### config.mk
export PLATFORM = sky130hd
export DESIGN_NAME = iter_mdu
export DESIGN_NICKNAME = d
export VERILOG_FILES = /design/src/rtl/iter_mdu.sv
export SDC_FILE = /design/constraint.sdc
export NUM_CORES = 1
export LEC_CHECK = 0
export BUFFER_PORTS_ARGS = -buffer_cell sky130_fd_sc_hd__buf_4
export CORE_ASPECT_RATIO = 0.5
export CORE_MARGIN = 8
export CORE_UTILIZATION = 30
export DETAILED_ROUTE_END_ITERATION = 10
export PLACE_DENSITY_LB_ADDON = 0.12
export SYNTH_ARGS = -nofsm -noshare
export SYNTH_HDL_FRONTEND = slang
export SYNTH_SLANG_ARGS = --single-unit
### constraint.sdc
create_clock -name clk -period 9.3 [get_ports clk]
set_input_delay 0.465 -clock clk [delete_from_list [all_inputs] [get_ports clk]]
set_output_delay 0.465 -clock clk [all_outputs]
set_load 0.005 [all_outputs]
### src/rtl/iter_mdu.sv
// iter_mdu: iterative multiply / divide unit processing one operand bit per cycle.
// Shift-add multiply and restoring divide share one 2*WIDTH accumulator.
module iter_mdu #(
  parameter int WIDTH = 32
) (
  input  logic             clk,
  input  logic             rst,
  input  logic             start,
  input  logic             op_div,
  input  logic             sign,
  input  logic [WIDTH-1:0] a,
  input  logic [WIDTH-1:0] b,
  output logic             busy,
  output logic             done,
  output logic [WIDTH-1:0] lo,
  output logic [WIDTH-1:0] hi,
  output logic             div_zero
);

  localparam int CW = $clog2(WIDTH);
  localparam logic [CW-1:0] CNT_LAST = CW'(WIDTH - 1);

  typedef enum logic [1:0] {
    IDLE = 2'd0,
    CALC = 2'd1,
    SIGN = 2'd2,
    DONE = 2'd3
  } state_t;

  state_t             state_r;
  state_t             state_next_s;
  logic [CW-1:0]      cnt_r;
  logic [2*WIDTH-1:0] acc_r;
  logic [2*WIDTH-1:0] calc_next_s;
  logic [2*WIDTH-1:0] prod_s;
  logic [WIDTH-1:0]   mcand_r;
  logic [WIDTH-1:0]   a_mag_s;
  logic [WIDTH-1:0]   b_mag_s;
  logic [WIDTH-1:0]   quot_s;
  logic [WIDTH-1:0]   rem_s;
  logic [WIDTH-1:0]   rem_sub_s;
  logic [WIDTH:0]     sum_s;
  logic [WIDTH:0]     shifted_s;
  logic               ge_s;
  logic               b_zero_s;
  logic               op_div_r;
  logic               neg_q_r;
  logic               neg_r_r;
  logic               dz_r;
  logic               busy_r;
  logic               done_r;
  logic               div_zero_r;
  logic [WIDTH-1:0]   lo_r;
  logic [WIDTH-1:0]   hi_r;

  function automatic logic [WIDTH-1:0] magnitude(input logic [WIDTH-1:0] x,
                                                 input logic is_signed);
    if (is_signed && x[WIDTH-1]) begin
      return -x;
    end else begin
      return x;
    end
  endfunction

  assign a_mag_s  = magnitude(a, sign);
  assign b_mag_s  = magnitude(b, sign);
  assign b_zero_s = (b == {WIDTH{1'b0}});

  // Next-state logic; a zero divisor skips the iterative phase entirely.
  always_comb begin
    state_next_s = state_r;
    case (state_r)
      IDLE: begin
        if (start) begin
          state_next_s = (op_div && b_zero_s) ? SIGN : CALC;
        end else begin
          state_next_s = IDLE;
        end
      end
      CALC: begin
        if (cnt_r == CNT_LAST) begin
          state_next_s = SIGN;
        end else begin
          state_next_s = CALC;
        end
      end
      SIGN:    state_next_s = DONE;
      DONE:    state_next_s = IDLE;
      default: state_next_s = IDLE;
    endcase
  end

  // One iteration step plus the final sign correction of the magnitude results.
  always_comb begin
    calc_next_s = acc_r;
    sum_s       = {1'b0, acc_r[2*WIDTH-1:WIDTH]} +
                  (acc_r[0] ? {1'b0, mcand_r} : {(WIDTH+1){1'b0}});
    shifted_s   = {acc_r[2*WIDTH-1:WIDTH], acc_r[WIDTH-1]};
    ge_s        = (shifted_s >= {1'b0, mcand_r});
    // The true difference is below the divisor, so WIDTH bits suffice.
    rem_sub_s   = shifted_s[WIDTH-1:0] - mcand_r;
    if (op_div_r) begin
      if (ge_s) begin
        calc_next_s = {rem_sub_s, acc_r[WIDTH-2:0], 1'b1};
      end else begin
        calc_next_s = {shifted_s[WIDTH-1:0], acc_r[WIDTH-2:0], 1'b0};
      end
    end else begin
      calc_next_s = {sum_s, acc_r[WIDTH-1:1]};
    end
    prod_s = neg_q_r ? -acc_r : acc_r;
    quot_s = neg_q_r ? -acc_r[WIDTH-1:0] : acc_r[WIDTH-1:0];
    rem_s  = neg_r_r ? -acc_r[2*WIDTH-1:WIDTH] : acc_r[2*WIDTH-1:WIDTH];
  end

  // State register.
  always_ff @(posedge clk) begin
    if (rst) begin
      state_r <= IDLE;
    end else begin
      state_r <= state_next_s;
    end
  end

  // Datapath registers and registered outputs.
  always_ff @(posedge clk) begin
    if (rst) begin
      cnt_r      <= {CW{1'b0}};
      acc_r      <= {(2*WIDTH){1'b0}};
      mcand_r    <= {WIDTH{1'b0}};
      op_div_r   <= 1'b0;
      neg_q_r    <= 1'b0;
      neg_r_r    <= 1'b0;
      dz_r       <= 1'b0;
      busy_r     <= 1'b0;
      done_r     <= 1'b0;
      div_zero_r <= 1'b0;
      lo_r       <= {WIDTH{1'b0}};
      hi_r       <= {WIDTH{1'b0}};
    end else begin
      busy_r <= (state_next_s == CALC) || (state_next_s == SIGN);
      done_r <= (state_r == DONE);
      case (state_r)
        IDLE: begin
          if (start) begin
            op_div_r <= op_div;
            mcand_r  <= b_mag_s;
            neg_q_r  <= sign & (a[WIDTH-1] ^ b[WIDTH-1]);
            neg_r_r  <= sign & a[WIDTH-1];
            cnt_r    <= {CW{1'b0}};
            if (op_div && b_zero_s) begin
              dz_r  <= 1'b1;
              acc_r <= {{WIDTH{1'b0}}, a};
            end else begin
              dz_r  <= 1'b0;
              acc_r <= {{WIDTH{1'b0}}, a_mag_s};
            end
          end
        end
        CALC: begin
          acc_r <= calc_next_s;
          cnt_r <= cnt_r + CW'(1);
        end
        SIGN: begin
          div_zero_r <= dz_r;
          if (dz_r) begin
            lo_r <= {WIDTH{1'b1}};
            hi_r <= acc_r[WIDTH-1:0];
          end else if (op_div_r) begin
            lo_r <= quot_s;
            hi_r <= rem_s;
          end else begin
            lo_r <= prod_s[WIDTH-1:0];
            hi_r <= prod_s[2*WIDTH-1:WIDTH];
          end
        end
        DONE: begin
          cnt_r <= {CW{1'b0}};
        end
        default: begin
          cnt_r <= {CW{1'b0}};
        end
      endcase
    end
  end

  assign busy     = busy_r;
  assign done     = done_r;
  assign lo       = lo_r;
  assign hi       = hi_r;
  assign div_zero = div_zero_r;

endmodule
== Word level (Yosys, flattened, before mapping) ==
Cells that the tools add are included.

* Add/subtract/negate cells: 8
* Order comparisons: 1
* Equality and inequality tests: 7
* Muxes and demuxes: 22
* Bitwise gates (word level): 3
* Reductions and logical operators: 11

{| class="wikitable"
|+ Operators by type and width
! kind !! count
|-
| 32-bit 2-to-1 mux || 10
|-
| 64-bit 2-to-1 mux || 4
|-
| 32-bit negator || 4
|-
| 64-bit case mux with 2 select lines || 1
|-
| 64-bit negator || 1
|-
| 32-bit by 32-bit adder with 33-bit output || 1
|-
| 33-bit by 32-bit >= comparator with 1-bit output || 1
|-
| 32-bit logical NOT || 1
|-
| 32-bit subtractor || 1
|-
| 5-bit case mux with 3 select lines || 1
|-
| 2-bit case mux with 4 select lines || 1
|-
| 2-bit == test (second input constant) || 3
|-
| 2-bit 2-to-1 mux || 3
|-
| 2-bit AND reduction || 3
|-
| 5-bit by 1-bit adder with 5-bit output (second input constant) || 1
|-
| 5-bit == test (second input constant) || 1
|-
| 5-bit 2-to-1 mux || 1
|-
| 2-bit by 1-bit == test with 1-bit output (second input constant) || 2
|-
| 1-bit logical AND || 3
|-
| 3-bit nonzero test || 1
|-
| 1-bit AND || 2
|-
| 2-bit logical NOT || 1
|-
| 2-bit != test (second input constant) || 1
|-
| 2-bit nonzero test || 1
|-
| 3 further kinds || 3
|}

* Register bits after elaboration: 174
* Bits of input ports: 69
* Output and inout bits: 67
* Word-level logic and storage cells: 65

== Longest topological paths before layout ==
* Word-level depth: 7
* Gate-level depth with buffers: 14
* Mapped depth without buffers: 13

== Least setup slack after synthesis ==
OpenSTA, ideal clock, no wires.

* Path kind: register to register
* From: reg acc_r[0]
* To: reg acc_r[55]
* Library setup time: 122 ps
* Data arrival time: 3204 ps
* Required time: 9178 ps
* Setup slack: 5974 ps
* Stages on the path, launching flop included: 14
* Path buffers: 1
* Clock period less this slack: 3326 ps
* Cells stage by stage: dfxtp_1 -> inv_1 -> clkbuf_1 -> nor2_1 -> ha_1 -> a21o_1 -> a21oi_1 -> or3b_2 -> a21oi_1 -> o311ai_0 -> a2111oi_0 -> nor3_1 -> xor2_1 -> a221o_1

* Word-level cells in the longest chain between the ends: 4

{| class="wikitable"
|+ Ends and longest elaborated chain
! item !! line !! text
|-
| from (decl) || 33 || <nowiki>logic [2*WIDTH-1:0] acc_r;</nowiki>
|-
| from (signal assigned) || 129 || <nowiki>acc_r <= {(2*WIDTH){1'b0}};</nowiki>
|-
| from (signal assigned) || 153 || <nowiki>acc_r <= {{WIDTH{1'b0}}, a};</nowiki>
|-
| from (signal assigned) || 156 || <nowiki>acc_r <= {{WIDTH{1'b0}}, a_mag_s};</nowiki>
|-
| 32-bit 2-to-1 mux || 97 || <nowiki>(acc_r[0] ? {1'b0, mcand_r} : {(WIDTH+1){1'b0}});</nowiki>
|-
| 32-bit by 32-bit adder with 33-bit output || 96 || <nowiki>sum_s = {1'b0, acc_r[2*WIDTH-1:WIDTH]} +</nowiki>
|-
| 64-bit 2-to-1 mux || 102 || <nowiki>if (op_div_r) begin</nowiki>
|-
| 64-bit case mux with 2 select lines || 143 || <nowiki>case (state_r)</nowiki>
|}

No other way between the ends.
A chain may end at the register's enable or synchronous reset.

== Final worst setup path ==
* From: reg acc_r[0]
* To: reg acc_r[60]

The elaborated chain is that of the path after synthesis.

==> flow_summary.yaml <==
timing:
  tightest_slew_ps: 1184
  fin_crit_ps: 4499
  slew_headroom_pct: 20.80
  hold_viol: 0
  rsz0062_at_grt: "no"
  max_freq_mhz: 222.3
  slew_viol_final: 0
  fin_setup_tns_ps: 0
  setup_viol_count_final: 0
  fin_hold_ws_ps: 271.2
  post-route-period-util_pct: 48.37
  fin_skew_ps: 17.88
pwr:
  p_per_area_nw_per_um2: 140.5
  ir_drop_mv: 0.1222
  p_leak_nw: 6.190
status:
  status: "completed"
logic_synthesis:
  yosys_warnings: 0
  synth_adder_area_share_pct: 6.647
  synth_seq_cells: 174
  syn_nets: 1999
  yosys.area_share.simple_pct: 21.27
  postSynthAreaPerCell_sq_um: 7.416
  syn_area_sq_um: 13780
  synth_compound_area_share_pct: 28.15
  synth_flop_cell: "dfxtp_1"
  synth-edff-count: 0
  synth.distinct_cells: 78
  synth-xor-area-share_pct: 10.42
  synth.yosys.seq_area_share_pct: 25.28
  synth_top_family_by_area: "compound AO/OA/AOI/OAI gates"
  synthCells: 1858
  synthMuxAreaShare_pct: 3.051
  synth_async_sr_flop_share_pct: 0
routing:
  wl_per_cell_um: 21.36
  via_per_inst: 5.611
  ant_nets: 0
  first_iter_violations: 1204
  drtPass1Iterations: 5
  routed_wl_um: 53740
  drc: 0
  via_count: 14118
cts:
  cts_tree: "done"
  cts_root_buf: "clkbuf_16"
  post_cts_resized: 0
  clk_pin_slew_ps: 80
  clockBufferDepth: 2
  insertion_delay_ps: 460
  cts_hold_buf: 0
  post_cts_buffers: 0
  cts.sinks: 174
  cts_htree_levels: 4
  cts_buffers: 17
grt:
  grt_max_degree: 99
  grt_pass1_wl_um: 81900
  track_usage_pct: 19.24
  grt_pass1_vias: 13344
  grt.overflow.total: 0
  grt_antenna_before_repair: 0
die:
  dieArea_sq_um: 53460
  core_sq_um: 45280
  rows: 55
  io_pins: 136
  start_util_pct: 30.43
  die_h_um: 167.5
  die_x_um: 319.1
worst_setup_path:
  endpoint_kind: "register"
  r2r_cells: 13
  worstSetupStartpointType: "register"
  cp.required_ps: 9640
  cp_max_fo: 22
  path_class: "register to register"
  arrival_ps: 4840
layout:
  drive_above_1_share_pct: 11.05
  antennaDiodeCount: 0
  nets: 2047
  syn_to_final_growth_pct: 14.66
hold_path:
  hold_path.class: "input port to register"
  whs_path_depth: 3
placement:
  portBuffers: 135
  gp_congestion: 0.8817
  dpl.hpwl_um: 40650
flow_run:
  max_cap_violations: 0
==> stage by stage <==
| step | instances | utilization [%] | cell area [sq um] | worst slack [ps] | total power [mW] |
|---|---|---|---|---|---|
| 2_1_floorplan | 1858 | - | 13780 | 5974 | 1.266 |
| 3_3_place_gp | 2485 | 33.62 | 15220 | 4657 | 1.488 |
| 3_5_place_dp | 2485 | 33.62 | 15220 | 4852 | 1.481 |
| 4_1_cts | 2516 | 34.89 | 15800 | 4793 | 2.224 |
| 5_1_grt | 2516 | 34.89 | 15800 | 4509 | 2.323 |
| 6_report | 2516 | 34.89 | 15800 | 4801 | 2.220 |
==> per-layer routing <==
layer	wire length (um)	track usage, %	vias to the layer above
li1	-	-	6886
met1	25920	26.55	6858
met2	24490	31.27	318
met3	2238	2.863	56
met4	1085	4.925	0
met5	0	0	-
==> critical path: stages, from the launching register on <==
cell       delay [ps]
dfxtp_1           390
inv_1             440
buf_4             400
nor2_1             80
ha_1              410
a21oi_1           220
o21ai_0           170
a221oi_1          300
o21ai_0           300
nand4bb_1         250
a21oi_1           100
a2111oi_0         750
mux2i_1           390
o211ai_1          140
==> logic make-up (layout without fill, tap and decap cells) <==
| kind of cell | Yosys count | in the layout |
|---|---|---|
| adder cells (fa/ha/maj) | 72 | 72 |
| flip-flops | 174 | 174 |
| AO/OA/AOI/OAI | 613 | 613 |
| AND/OR/NAND/NOR | 606 | 606 |
| XOR/XNOR | 164 | 164 |
| buffers and inverters | 187 | 247 |
| multiplexers | 42 | 42 |
==> path summary, 6_finish.rpt <==
path,slack [ps],from,to
worst max register to register,4800,acc_r[0],acc_r[60]
worst min-delay path,270,op_div,op_div_r
worst max-delay path,4800,acc_r[0],acc_r[60]
worst min register to register,460,hi[0],hi[0]
==> layout make-up <==
| cell class | count | area (sq um) |
|---|---|---|
| sequential | 174 | 3485 |
| clock buffer | 19 | 452.9 |
| clock inverter | 12 | 123.9 |
| tap | 598 | 748.2 |
| timing repair buffer | 153 | 1149 |
| multi-input combinational | 1497 | 9605 |
| inverter | 63 | 236.5 |
| fill | 4920 | 29480 |
==> power breakdown <==
part / leakage, nW / internal [mW] / switching (mW)
logic: 4.49 / 0.231 / 0.393
registers: 1.42 / 0.779 / 0.0671
clock network: 0.282 / 0.390 / 0.360
==> flip-flops by register name, indices dropped and copies added, names as in the netlist, 2 cells and up <==
register  flops
acc_r        64
cnt_r         5
hi           32
lo           32
mcand_r      32
state_r       2
==> Yosys cell counts, types with 17 or more instances <==
cell type  number  area share, %
a211oi_1       38            2.1
nor3_1         56            2.0
xor2_1         90            5.7
a21oi_1       185            6.7
ha_1           70            6.4
o211ai_1       24            1.3
clkbuf_1      110            3.0
o31ai_1        34            1.9
a21o_1         22            1.2
o21ai_0       138            5.0
nand2_1       156            4.2
a2111oi_0      25            1.6
a31oi_1        29            1.3
inv_1          61            1.7
and3_1         17           0.77
nand3_1        45            1.6
nor2_1        198            5.4
dfxtp_1       174             25
xnor2_1        74            4.7
mux2i_1        42            3.1
or3_1          28            1.3
or4_1          18           0.98
==> placed cells by master (no fill, tap or decap), types with 16 or more instances in the layout <==
| master | synthesis | layout |
|---|---|---|
| clkbuf_16 | 0 | 17 |
| nand2b_1 | 16 | 16 |
| nor3_1 | 56 | 56 |
| dfxtp_1 | 174 | 173 |
| xnor2_1 | 74 | 74 |
| or3_1 | 28 | 28 |
| nand2_1 | 156 | 156 |
| mux2i_1 | 42 | 42 |
| inv_1 | 61 | 61 |
| o21ai_0 | 138 | 138 |
| ha_1 | 70 | 70 |
| buf_4 | 1 | 153 |
| and3_1 | 17 | 17 |
| o31ai_1 | 34 | 34 |
| or4_1 | 18 | 18 |
| a211oi_1 | 38 | 38 |
| xor2_1 | 90 | 90 |
| nor2_1 | 198 | 196 |
| a31oi_1 | 29 | 29 |
| o211ai_1 | 24 | 24 |
| a21o_1 | 22 | 22 |
| a2111oi_0 | 25 | 25 |
| a21oi_1 | 185 | 185 |
| nand3_1 | 45 | 45 |
Note: power is estimated with default switching activity, not from simulation.
